File: config.mk
export PLATFORM = sky130hd
export DESIGN_NAME = axis_uart_frame_rx
export DESIGN_NICKNAME = d
export VERILOG_FILES = /design/src/rtl/axis_uart_frame_rx.sv
export SDC_FILE = /design/constraint.sdc
export NUM_CORES = 1
export LEC_CHECK = 0
export ABC_AREA = 1
export ABC_CLOCK_PERIOD_IN_PS = 5000
export CAP_MARGIN = 10
export CORE_MARGIN = 2
export CORE_UTILIZATION = 55
export DETAILED_ROUTE_END_ITERATION = 10
export HOLD_SLACK_MARGIN = 0.05
export PLACE_DENSITY = 0.71
export SLEW_MARGIN = 20
export SYNTH_ARGS = -nofsm -noshare
export SYNTH_HDL_FRONTEND = slang
export SYNTH_SLANG_ARGS = --single-unit
File: constraint.sdc
create_clock -name aclk -period 5 [get_ports aclk]
set_clock_uncertainty 0.05 [all_clocks]
set_input_delay 1 -clock aclk [delete_from_list [all_inputs] [get_ports aclk]]
set_output_delay 1 -clock aclk [all_outputs]
set_load 0.01 [all_outputs]
File: src/rtl/axis_uart_frame_rx.sv
`default_nettype none
// ============================================================================
//  Module   : axis_uart_frame_rx
//  Purpose  : Store-and-forward SOF/LEN/payload/XOR-CHK frame parser that
//             releases good payloads on an AXI-Stream master with tlast.
//  Revision : 1.0  initial release
// ============================================================================
module axis_uart_frame_rx #(
    parameter int         CLOCK         = 100_000_000,
    parameter int         BAUD_RATE     = 115_200,
    parameter int         TIMEOUT_BYTES = 4,
    parameter logic [7:0] SOF           = 8'hA5,
    parameter int         MAX_LEN       = 64
) (
    input  logic       aclk,
    input  logic       areset,
    input  logic [7:0] s_axis_tdata,
    input  logic       s_axis_tvalid,
    output logic       s_axis_tready,
    output logic [7:0] m_axis_tdata,
    output logic       m_axis_tvalid,
    input  logic       m_axis_tready,
    output logic       m_axis_tlast,
    output logic       frame_ok,
    output logic       frame_err,
    output logic [1:0] err_code
);

    // 64-bit product: the default parameters overflow 32-bit arithmetic.
    localparam longint     TIMEOUT_CYCLES_L = (longint'(TIMEOUT_BYTES) * 64'sd10 * longint'(CLOCK))
                                              / longint'(BAUD_RATE);
    localparam int         TIMEOUT_CYCLES   = int'(TIMEOUT_CYCLES_L);
    localparam int         GAP_W            = $clog2(TIMEOUT_CYCLES + 1);
    localparam int         IDX_W            = $clog2(MAX_LEN + 1);
    localparam int         ADDR_W           = (MAX_LEN > 1) ? $clog2(MAX_LEN) : 1;
    localparam logic [7:0] MAX_LEN_B        = 8'(MAX_LEN);
    localparam logic [GAP_W-1:0] GAP_LAST   = GAP_W'(TIMEOUT_CYCLES - 1);

    typedef enum logic [2:0] {
        ST_IDLE    = 3'd0,
        ST_LEN     = 3'd1,
        ST_PAYLOAD = 3'd2,
        ST_CHK     = 3'd3,
        ST_DRAIN   = 3'd4
    } state_t;

    state_t             state_q, state_d;
    logic [7:0]         len_q, len_d;
    logic [7:0]         xor_q, xor_d;
    logic [IDX_W-1:0]   widx_q, widx_d;
    logic [IDX_W-1:0]   ridx_q, ridx_d;
    logic [GAP_W-1:0]   gap_q, gap_d;
    logic [7:0]         tdata_q, tdata_d;
    logic               tvalid_q, tvalid_d;
    logic               tlast_q, tlast_d;
    logic               ok_q, ok_d;
    logic               err_q, err_d;
    logic [1:0]         code_q, code_d;
    logic               tready_q, tready_d;
    logic [7:0]         buf_q [MAX_LEN];

    logic               w_accept;
    logic               w_m_hs;
    logic               w_we;
    logic               w_in_frame;
    logic [IDX_W-1:0]   w_ridx_nxt;

    assign w_accept   = s_axis_tvalid & tready_q;
    assign w_m_hs     = tvalid_q & m_axis_tready;
    assign w_in_frame = (state_q == ST_LEN) || (state_q == ST_PAYLOAD) || (state_q == ST_CHK);
    assign w_ridx_nxt = ridx_q + IDX_W'(1);

    always_comb begin
        state_d  = state_q;
        len_d    = len_q;
        xor_d    = xor_q;
        widx_d   = widx_q;
        ridx_d   = ridx_q;
        gap_d    = gap_q;
        tdata_d  = tdata_q;
        tvalid_d = tvalid_q;
        tlast_d  = tlast_q;
        ok_d     = 1'b0;
        err_d    = 1'b0;
        code_d   = code_q;
        w_we     = 1'b0;

        case (state_q)
            ST_IDLE: begin
                gap_d = '0;
                if (w_accept && (s_axis_tdata == SOF)) begin
                    state_d = ST_LEN;
                end
            end
            ST_LEN: begin
                if (w_accept) begin
                    gap_d = '0;
                    if ((s_axis_tdata == 8'd0) || (s_axis_tdata > MAX_LEN_B)) begin
                        state_d = ST_IDLE;
                        err_d   = 1'b1;
                        code_d  = 2'd1;
                    end else begin
                        len_d   = s_axis_tdata;
                        xor_d   = s_axis_tdata;
                        widx_d  = '0;
                        state_d = ST_PAYLOAD;
                    end
                end
            end
            ST_PAYLOAD: begin
                if (w_accept) begin
                    gap_d  = '0;
                    w_we   = 1'b1;
                    xor_d  = xor_q ^ s_axis_tdata;
                    widx_d = widx_q + IDX_W'(1);
                    if ((8'(widx_q) + 8'd1) == len_q) begin
                        state_d = ST_CHK;
                    end
                end
            end
            ST_CHK: begin
                if (w_accept) begin
                    gap_d = '0;
                    if (s_axis_tdata == xor_q) begin
                        state_d  = ST_DRAIN;
                        ok_d     = 1'b1;
                        ridx_d   = '0;
                        tvalid_d = 1'b1;
                        tdata_d  = buf_q[0];
                        tlast_d  = (len_q == 8'd1);
                    end else begin
                        state_d = ST_IDLE;
                        err_d   = 1'b1;
                        code_d  = 2'd2;
                    end
                end
            end
            ST_DRAIN: begin
                gap_d = '0;
                if (w_m_hs) begin
                    if (tlast_q) begin
                        state_d  = ST_IDLE;
                        tvalid_d = 1'b0;
                        tlast_d  = 1'b0;
                    end else begin
                        ridx_d  = w_ridx_nxt;
                        tdata_d = buf_q[w_ridx_nxt[ADDR_W-1:0]];
                        tlast_d = ((8'(ridx_q) + 8'd2) == len_q);
                    end
                end
            end
            default: begin
                state_d = ST_IDLE;
            end
        endcase

        // An accepted byte always beats the timeout in the same cycle.
        if (w_in_frame && !w_accept) begin
            if (gap_q == GAP_LAST) begin
                state_d = ST_IDLE;
                err_d   = 1'b1;
                code_d  = 2'd3;
                gap_d   = '0;
            end else begin
                gap_d = gap_q + GAP_W'(1);
            end
        end

        tready_d = (state_d != ST_DRAIN);
    end

    always_ff @(posedge aclk) begin
        if (areset) begin
            state_q  <= ST_IDLE;
            len_q    <= '0;
            xor_q    <= '0;
            widx_q   <= '0;
            ridx_q   <= '0;
            gap_q    <= '0;
            tdata_q  <= '0;
            tvalid_q <= 1'b0;
            tlast_q  <= 1'b0;
            ok_q     <= 1'b0;
            err_q    <= 1'b0;
            code_q   <= '0;
            tready_q <= 1'b0;
        end else begin
            state_q  <= state_d;
            len_q    <= len_d;
            xor_q    <= xor_d;
            widx_q   <= widx_d;
            ridx_q   <= ridx_d;
            gap_q    <= gap_d;
            tdata_q  <= tdata_d;
            tvalid_q <= tvalid_d;
            tlast_q  <= tlast_d;
            ok_q     <= ok_d;
            err_q    <= err_d;
            code_q   <= code_d;
            tready_q <= tready_d;
        end
    end

    always_ff @(posedge aclk) begin
        if (!areset && w_we) begin
            buf_q[widx_q[ADDR_W-1:0]] <= s_axis_tdata;
        end
    end

    assign s_axis_tready = tready_q;
    assign m_axis_tdata  = tdata_q;
    assign m_axis_tvalid = tvalid_q;
    assign m_axis_tlast  = tlast_q;
    assign frame_ok      = ok_q;
    assign frame_err     = err_q;
    assign err_code      = code_q;

endmodule
`default_nettype wire

==> impl_metrics.yaml, run 1 <==
floorplan:
  die_h_um: 219
  fp.dieW_um: 219
  rows: 78
  initial_core_util_pct: 55.8
  ioPinCount: 27
  core_area_um2: 45500
  die-area_um2: 47900
sta:
  max_freq_mhz: 293
  slew_violations: 0
  worst_slew_pin_slew_ps: 1280
  finalSetupViolCount: 0
  period_needed_ps: 3420
  final-hold-violation-count: 0
  slew_headroom_pct: 14.5
  final.setup.tns_ps: 0
  post-route-period-util_pct: 68.3
  rsz0062_at_grt: "no"
worst_hold_path:
  min_path_type: "reg2reg"
  hold_path_depth: 2
  hold_path_startpoint: "gap_q[13]$_SDFFE_PP0P_"
detailed_routing:
  wl_per_cell_um: 20.0
  antenna_left: 0
  firstDrtPassIters: 6
  via_count: 17700
  drc_errors: 0
  drt_iter0_markers: 2079
  via_per_inst: 5.65
  routed_wl_mm: 62.4
power_and_ir_drop:
  p_sw_mw: 1.89
  p_seq_share_pct: 55.3
  clkPwrFrac_pct: 43.3
  swShare_pct: 20.0
  ir_worst_vdd_mv: 0.323
  p_leak_nw: 10.4
  cellPowerDensity_nw_per_um2: 343
  comb_power_share_pct: 1.4
  p_int_mw: 7.57
clocking:
  clkSinkCount: 576
  cts.root.buffer_cell: "clkbuf_16"
  post_cts_buffers: 0
  cts_buffers: 56
  holdBufCountCts: 0
  insertion_delay_ps: 630
  clockBufferDepth: 3
  htreeDepth: 2
  cts_tree: "yes"
  clk_pin_slew_ps: 60
  cts_resized: 0
global_route:
  grt_max_degree: 264
  grt_util_all_layers_pct: 26.6
  grt_overflow_total: 0
  grt_antenna_before_repair: 0
  grt_pass1_wl_mm: 95.5
  grt_pass1_vias: 17000
yosys:
  synth_seq_cells: 576
  yosysMostFrequentCell: "nand2_1"
  synth_cells: 2501
  netlist_area_um2: 25400
  yosysTopAreaCell: "edfxtp_1"
  ys_top_cells_by_area: "edfxtp_1 61%, nand2_1 10%, nand3_1 7.9%"
  synth_enable_flop_cells: 512
  avgSynthCellArea_um2: 10.1
  yosys_warnings: 0
  async_reset_ff_share_pct: 0
  yosys_most_used_dff: "edfxtp_1"
  synth_common_cells: "684 x nand2_1, 512 x edfxtp_1, 401 x nand3_1, 254 x inv_1, 213 x nor2_1"
  syn_nets: 2518
  ys_seq_area_share_pct: 65.7
  yosys.cell_types.count: 48
  synth_top_area_share_pct: 60.6
setup_path:
  arrival_ps: 3620
  crit_type: "in2reg"
  required_ps: 5210
  cp_max_fo: 8
  crit_start: "s_axis_tvalid"
  r2r-start: "ridx_q[0]$_SDFFE_PP0P_"
  worstRegToRegCells: 10
  endpoint_kind: "flop"
  worstSetupStartpointType: "primary input"
cells_and_area:
  multi_input_area_um2: 7000
  antennaDiodeCount: 0
  fillers: 3714
  finalNonFillerCells: 3126
  finalNetCount: 2497
  areaGrowthSynthToFinish_pct: 8.75
  layout-drive-gt1-share_pct: 6.29
  seqCellArea_um2: 16700
status:
  status: "finished, final reports clean"
placement:
  io_buffers: 26
  dp.final_hpwl_mm: 36.9
  gp_congestion: 0.869
  dp.cells: 3022
flow_run:
  maxCapViolCount: 0
[worst paths after layout]
check,to,slack [ps]
max,buf_q[58][2]$_DFFE_PP_,1580
min,gap_q[13]$_SDFFE_PP0P_,420
max reg2reg,m_axis_tdata[4]$_SDFFE_PP0P_,1620
min reg2reg,gap_q[13]$_SDFFE_PP0P_,420
[worst max-delay path, cell delays in order]
cell	delay, ps
clkdlybuf4s50_1	450
nand2_1	140
inv_1	220
nand2_4	130
nor3_4	210
nand3_1	650
nor2_1	800
[per-stage QoR]
step,hold slack (ps),power [mW],setup slack (ps),util [%],area (um2)
finish,424,9.46,1580,60.6,27600
global route,440,9.69,1400,60.6,27600
detailed placement,417,5.46,1000,56.8,25800
CTS,428,9.50,1660,60.6,27600
floorplan,393,5.35,2360,-,25400
global placement,407,5.46,1060,56.8,25800
[flip-flops by register name, indices dropped and copies added (netlist names)]
register	flops
ridx_q	7
m_axis_tlast	1
err_code	2
len_q	8
s_axis_tready	1
state_q	3
frame_ok	1
gap_q	16
frame_err	1
m_axis_tdata	8
buf_q	512
widx_q	7
m_axis_tvalid	1
xor_q	8
[routing by layer]
layer  vias to the layer above  track usage, %  wire length, um
li1                       8313               -                -
met1                      8425            35.4            24900
met2                       789            43.0            29600
met3                       142            6.08             5890
met4                         0            9.41             2100
met5                         -               0                0
[cell type report]
type	instances	share of cell area, %
timing repair buffer	45	1.45
clock inverter	31	0.925
inverter	267	3.66
clock buffer	73	5.46
tap	600	2.72
sequential	576	60.4
multi-input combinational	1534	25.4
[cell families (layout without fill, tap and decap cells)]
group	after synthesis	after routing	share of synthesized area, %
compound gates	147	147	3.31
xor+xnor	27	27	1.04
fa+ha+maj	5	5	0.247
buf+inv	391	416	6.80
flops	576	576	65.7
simple gates	1355	1355	22.9
[cell usage in the layout, fill, tap and decap left out, types with 13 or more instances in the layout]
| cell type | netlist | routed |
|---|---|---|
| nand2_1 | 684 | 684 |
| nor2_1 | 213 | 213 |
| clkinv_2 | 0 | 13 |
| buf_4 | 15 | 16 |
| xnor2_1 | 13 | 13 |
| dfxtp_1 | 64 | 63 |
| inv_1 | 254 | 253 |
| o21ai_0 | 71 | 71 |
| edfxtp_1 | 512 | 512 |
| a21oi_1 | 38 | 38 |
| clkbuf_1 | 35 | 14 |
| clkbuf_16 | 0 | 57 |
| clkdlybuf4s50_1 | 0 | 18 |
| nand3_1 | 401 | 401 |
| nand4_1 | 13 | 13 |
[power groups by stage]
| stage | logic, mW | clock network [mW] | registers [mW] |
|---|---|---|---|
| 3_3_place_gp | 0.130 | 0 | 5.33 |
| 3_5_place_dp | 0.131 | 0 | 5.33 |
| 5_1_grt | 0.138 | 4.32 | 5.23 |
| 4_1_cts | 0.131 | 4.14 | 5.23 |
| 2_1_floorplan | 0.0161 | 0 | 5.33 |
| 6_report | 0.131 | 4.10 | 5.23 |
Power figures use the tool's default switching activity.
==> run 2: changes to the inputs <==
Settings changed: ABC_CLOCK_PERIOD_IN_PS 5000 to 3000, PLACE_DENSITY 0.71 to 0.74.
Clock period 5 ns to 3 ns, I/O delays scaled along.
==> run 2 against run 1 <==
Against the previous run:
- sequential power up 67%
- non-clock buffer count up 91
- highest routed layer unchanged
- final area up 3.0%
- worst hold slack worse by 8.9 ps
- sequential share of layout area down 1.8 points
==> impl_metrics.yaml, run 2 (synthesis results as in run 1) <==
status:
  status: "finished, final reports clean"
placement:
  gp_congestion: 0.867
  io_buffers: 26
  placed_area_um2: 26600
  pre_cts_ws_ps: 320
  dp.final_hpwl_mm: 38.8
detailed_routing:
  firstDrtPassIters: 6
  wl_per_cell_um: 19.9
  antenna_left: 0
  drc_errors: 0
  via_per_inst: 5.64
  via_count: 18100
  routed_wl_mm: 64.1
  drt_iter0_markers: 2043
cells_and_area:
  areaGrowthSynthToFinish_pct: 12.0
  layout-drive-gt1-share_pct: 9.48
  postLayoutCellArea_um2: 28400
  final_common_cell: "nand2_1"
  final_cell_mix: "684 x nand2_1, 512 x edfxtp_1, 401 x nand3_1, 253 x inv_1, 213 x nor2_1"
  largest_reg_flops: 512
  antennaDiodeCount: 0
  finalNetCount: 2588
sta:
  post-route-period-util_pct: 85.7
  slew_headroom_pct: 29.7
  finalSetupViolCount: 0
  worst_slew_pin_slew_ps: 1050
  rsz0062_at_grt: "no"
  worst_slack_ps: 430
  slew_violations: 0
  period_needed_ps: 2570
  final-hold-violation-count: 0
  final.setup.tns_ps: 0
  max_freq_mhz: 389
clocking:
  clk_pin_slew_ps: 60
  cts_resized: 0
  htreeDepth: 2
  cts_buffers: 56
  cts.root.buffer_cell: "clkbuf_16"
  cts_tree: "yes"
  insertion_delay_ps: 610
  clockBufferDepth: 3
  clkSinkCount: 576
  post_cts_buffers: 0
  holdBufCountCts: 0
flow_run:
  maxCapViolCount: 0
power_and_ir_drop:
  p_leak_nw: 11.0
  total_power_mw: 15.8
  ir_worst_vdd_mv: 0.510
  cellPowerDensity_nw_per_um2: 557
global_route:
  grt_antenna_before_repair: 1
  grt_util_all_layers_pct: 27.2
  grt_max_degree: 136
  grt_pass1_wl_mm: 98.7
  grt_pass1_vias: 17700
  grt_overflow_total: 0
setup_path:
  endpoint_kind: "flop"
  crit_type: "reg2reg"
  arrival_ps: 3010
  r2r_setup_slack_ps: 430
  worstRegToRegCells: 12
  r2r_end: "m_axis_tdata[0]$_SDFFE_PP0P_"
  worstSetupStartpointType: "flop"
  crit_start: "ridx_q[1]$_SDFFE_PP0P_"
  cp_max_fo: 38
  endpoint: "m_axis_tdata[0]$_SDFFE_PP0P_"
  r2r-start: "ridx_q[1]$_SDFFE_PP0P_"
  required_ps: 3440
worst_hold_path:
  hold_path_startpoint: "s_axis_tdata[6]"
  min_path_type: "in2reg"
floorplan:
  fp.dieW_um: 219
  core_area_um2: 45500
  rows: 78
  initial_core_util_pct: 55.8
  die-area_um2: 47900
  die_h_um: 219
  ioPinCount: 27
-- run 2: cell types whose count changed in the layout (fill, tap and decap cells not counted) --
cell        previous run  this run
clkinv_1              10         7
clkinvlp_4             2         0
buf_12                 3        12
clkbuf_8               2        11
clkbuf_1              14        17
clkbuf_4               0         1
clkinv_2              13         4
buf_4                 16        98
bufinv_16              4         3
-- run 2: critical path, stage by stage, from the launching register on --
cell and delay [ps]:
dfxtp_1 460, ha_4 270, inv_4 350, buf_12 260, nand3_1 140, nand3_1 90
nand2_1 80, nand2_1 70, nand3_1 150, nand3_1 150, nand3_1 160, nand2_1 120
a21oi_2 50
-- run 2: report_power, final --
part	internal [mW]	switching (mW)
logic	0.0315	0.202
clock network	4.01	2.87
registers	8.72	0.000526
total	12.8	3.08
-- run 2: worst min-delay path by stage --
stage	end	slack, ps	cells after the start
3_3_place_gp	gap_q[13]$_SDFFE_PP0P_	400	2
5_1_grt	xor_q[6]$_SDFFE_PP0P_	420	3
4_1_cts	xor_q[6]$_SDFFE_PP0P_	390	3
3_5_place_dp	gap_q[13]$_SDFFE_PP0P_	410	2
6_report	xor_q[6]$_SDFFE_PP0P_	410	3
2_1_floorplan	gap_q[8]$_SDFFE_PP0P_	390	1
-- run 2: metrics by stage --
| step | hold slack (ps) | utilization, % | std cells |
|---|---|---|---|
| final | 415 | 62.5 | 3215 |
| after global routing | 417 | 62.5 | 3215 |
| after CTS | 386 | 62.5 | 3215 |
| after detailed placement | 415 | 58.5 | 3113 |
| after global placement | 402 | 58.5 | 3113 |
| after floorplan | 393 | - | 2501 |
-- run 2: metal layers --
metal	up-vias	part of all wire, %	routed length [um]	GRT usage, %
met1	8652	40	25600	36.2
met5	-	0	0	0
met4	0	3.7	2350	10.9
met3	147	9.2	5900	5.36
li1	8498	-	-	-
met2	829	47	30300	44.3
-- run 2: cell type report --
class | count | area (um2)
Fill cell | 3636 | 17100
Sequential cell | 576 | 16700
Multi-Input combinational cell | 1534 | 7000
Clock buffer | 86 | 1650
Timing Repair Buffer | 136 | 1200
Inverter | 267 | 1010
Tap cell | 600 | 751
Clock inverter | 16 | 154
==> run 3: changes to the inputs <==
Settings changed: CORE_UTILIZATION 55 to 45, PLACE_DENSITY 0.74 to unset.
==> run 3 against run 2 <==
Against the previous run:
- utilization fell by 11 points
- die area rose by 22%
- sequential share of layout area fell by 0.94 points
- routed wire length rose by 2.3%
- non-clock buffer count rose by 2
- largest power group unchanged
==> impl_metrics.yaml, run 3 (synthesis results as in run 1) <==
global_route:
  grt_overflow_total: 0
  grt_pass1_wl_mm: 99.7
  grt_max_degree: 146
  grt_util_all_layers_pct: 22.9
  grt_pass1_vias: 17400
  grt_antenna_before_repair: 2
clocking:
  cts_tree: "yes"
  cts_buffers: 60
  clockBufferDepth: 3
  post_cts_buffers: 0
  clk_pin_slew_ps: 60
  cts_resized: 0
  holdBufCountCts: 0
  insertion_delay_ps: 620
  htreeDepth: 2
  cts.root.buffer_cell: "clkbuf_16"
  clkSinkCount: 576
cells_and_area:
  final_util_pct: 51.5
  final_common_cell: "nand2_1"
  layout-drive-gt1-share_pct: 9.82
  fillers: 5053
  largest_reg_flops: 512
  antennaDiodeCount: 0
  finalNetCount: 2594
  seqCellArea_um2: 16700
  areaGrowthSynthToFinish_pct: 13.9
  multi_input_area_um2: 7000
  final_cell_mix: "684 x nand2_1, 512 x edfxtp_1, 401 x nand3_1, 253 x inv_1, 213 x nor2_1"
setup_path:
  worst_path_most_repeated_cell: "nand3_1"
  critical_path.cell_chain: "ha_4 > inv_4 > buf_4 > nand3_1 > nand3_1 > nand3_1 > nand3_1 > nand3_1 > nand3_1 > nand2_1 > a21oi_2"
  endpoint_kind: "flop"
  r2r_setup_slack_ps: 380
  required_ps: 3510
  worstSetupStartpointType: "flop"
  slowest_stage: "dfxtp_1"
  arrival_ps: 3130
  slowest_delay_ps: 460
  crit_type: "reg2reg"
  cp_max_fo: 48
floorplan:
  die-area_um2: 58300
  rows: 87
  initial_core_util_pct: 45.2
  ioPinCount: 27
  die_h_um: 241
  core_area_um2: 56100
  fp.dieW_um: 241
power_and_ir_drop:
  cellPowerDensity_nw_per_um2: 585
  p_leak_nw: 11.1
  ir_worst_vdd_mv: 0.704
sta:
  finalSetupViolCount: 0
  holdWs_ps: 312
  max_freq_mhz: 381
  slew_violations: 0
  final-hold-violation-count: 0
  slew_headroom_pct: 35.3
  final.setup.tns_ps: 0
  post-route-period-util_pct: 87.4
  worst_slew_pin_slew_ps: 970
  period_needed_ps: 2620
  rsz0062_at_grt: "no"
  worst_slack_ps: 378
flow_run:
  maxCapViolCount: 0
detailed_routing:
  firstDrtPassIters: 7
  routed_wl_mm: 65.5
  drt_iter0_markers: 1885
  drc_errors: 0
  antenna_left: 0
  via_count: 17700
  wl_per_cell_um: 19.4
  via_per_inst: 5.24
placement:
  dp.final_hpwl_mm: 39.8
  io_buffers: 26
  pre_cts_ws_ps: 172
  gp_congestion: 0.849
worst_hold_path:
  min_path_type: "in2reg"
status:
  status: "finished, final reports clean"
## run 3: cell count changes in the layout (fill, tap and decap cells not counted), sizes merged
| cell | delta |
|---|---|
| buf | +2 |
| bufinv | +11 |
| clkbuf | -13 |
| clkinv | +11 |
## run 3: area by class of cell
class                      instances  area share (%)
clock buffer                      73            5.44
timing repair buffer             138            4.02
tap                              756            3.27
inverter                         267            3.50
multi-input combinational       1534            24.2
sequential                       576            57.7
clock inverter                    38            1.85
## run 3: critical path: cells and delay by family (launching register included)
| family | cells | cell delay, ps |
|---|---|---|
| AND/OR/NAND/NOR | 7 | 1000 |
| AO/OA/AOI/OAI | 1 | 110 |
| flip-flops | 1 | 460 |
| buffers and inverters | 2 | 580 |
| adder cells (fa/ha/maj) | 1 | 330 |
## run 3: report_power, final
part           internal [mW]  switching (mW)  total, mW
combinational         0.0321           0.200      0.232
clock                   4.90            3.04       7.95
sequential              8.72        0.000503       8.72
## run 3: layer usage
layer | routed length, um | track usage, % | up-vias
met5 | 0 | 0 | -
met1 | 28600 | 31.7 | 8568
met4 | 1950 | 7.35 | 0
met2 | 30700 | 37.2 | 531
li1 | - | - | 8513
met3 | 4270 | 3.49 | 113
## run 3: per-stage QoR
step	power, mW	instances	instance area [um2]
final	16.9	3382	28900
after CTS	17.0	3382	28900
after floorplan	8.92	2501	25400
after global routing	17.3	3382	28900
after global placement	9.12	3271	26800
after detailed placement	9.12	3271	26800
## run 3: path summary, 6_finish.rpt
| path | startpoint | end | depth (start not counted) |
|---|---|---|---|
| max | ridx_q[1]$_SDFFE_PP0P_ | m_axis_tdata[6]$_SDFFE_PP0P_ | 11 |
| min | s_axis_tdata[0] | len_q[0]$_SDFFE_PP0P_ | 3 |
| max reg2reg | ridx_q[1]$_SDFFE_PP0P_ | m_axis_tdata[6]$_SDFFE_PP0P_ | 11 |
| min reg2reg | gap_q[15]$_SDFFE_PP0P_ | gap_q[15]$_SDFFE_PP0P_ | 2 |
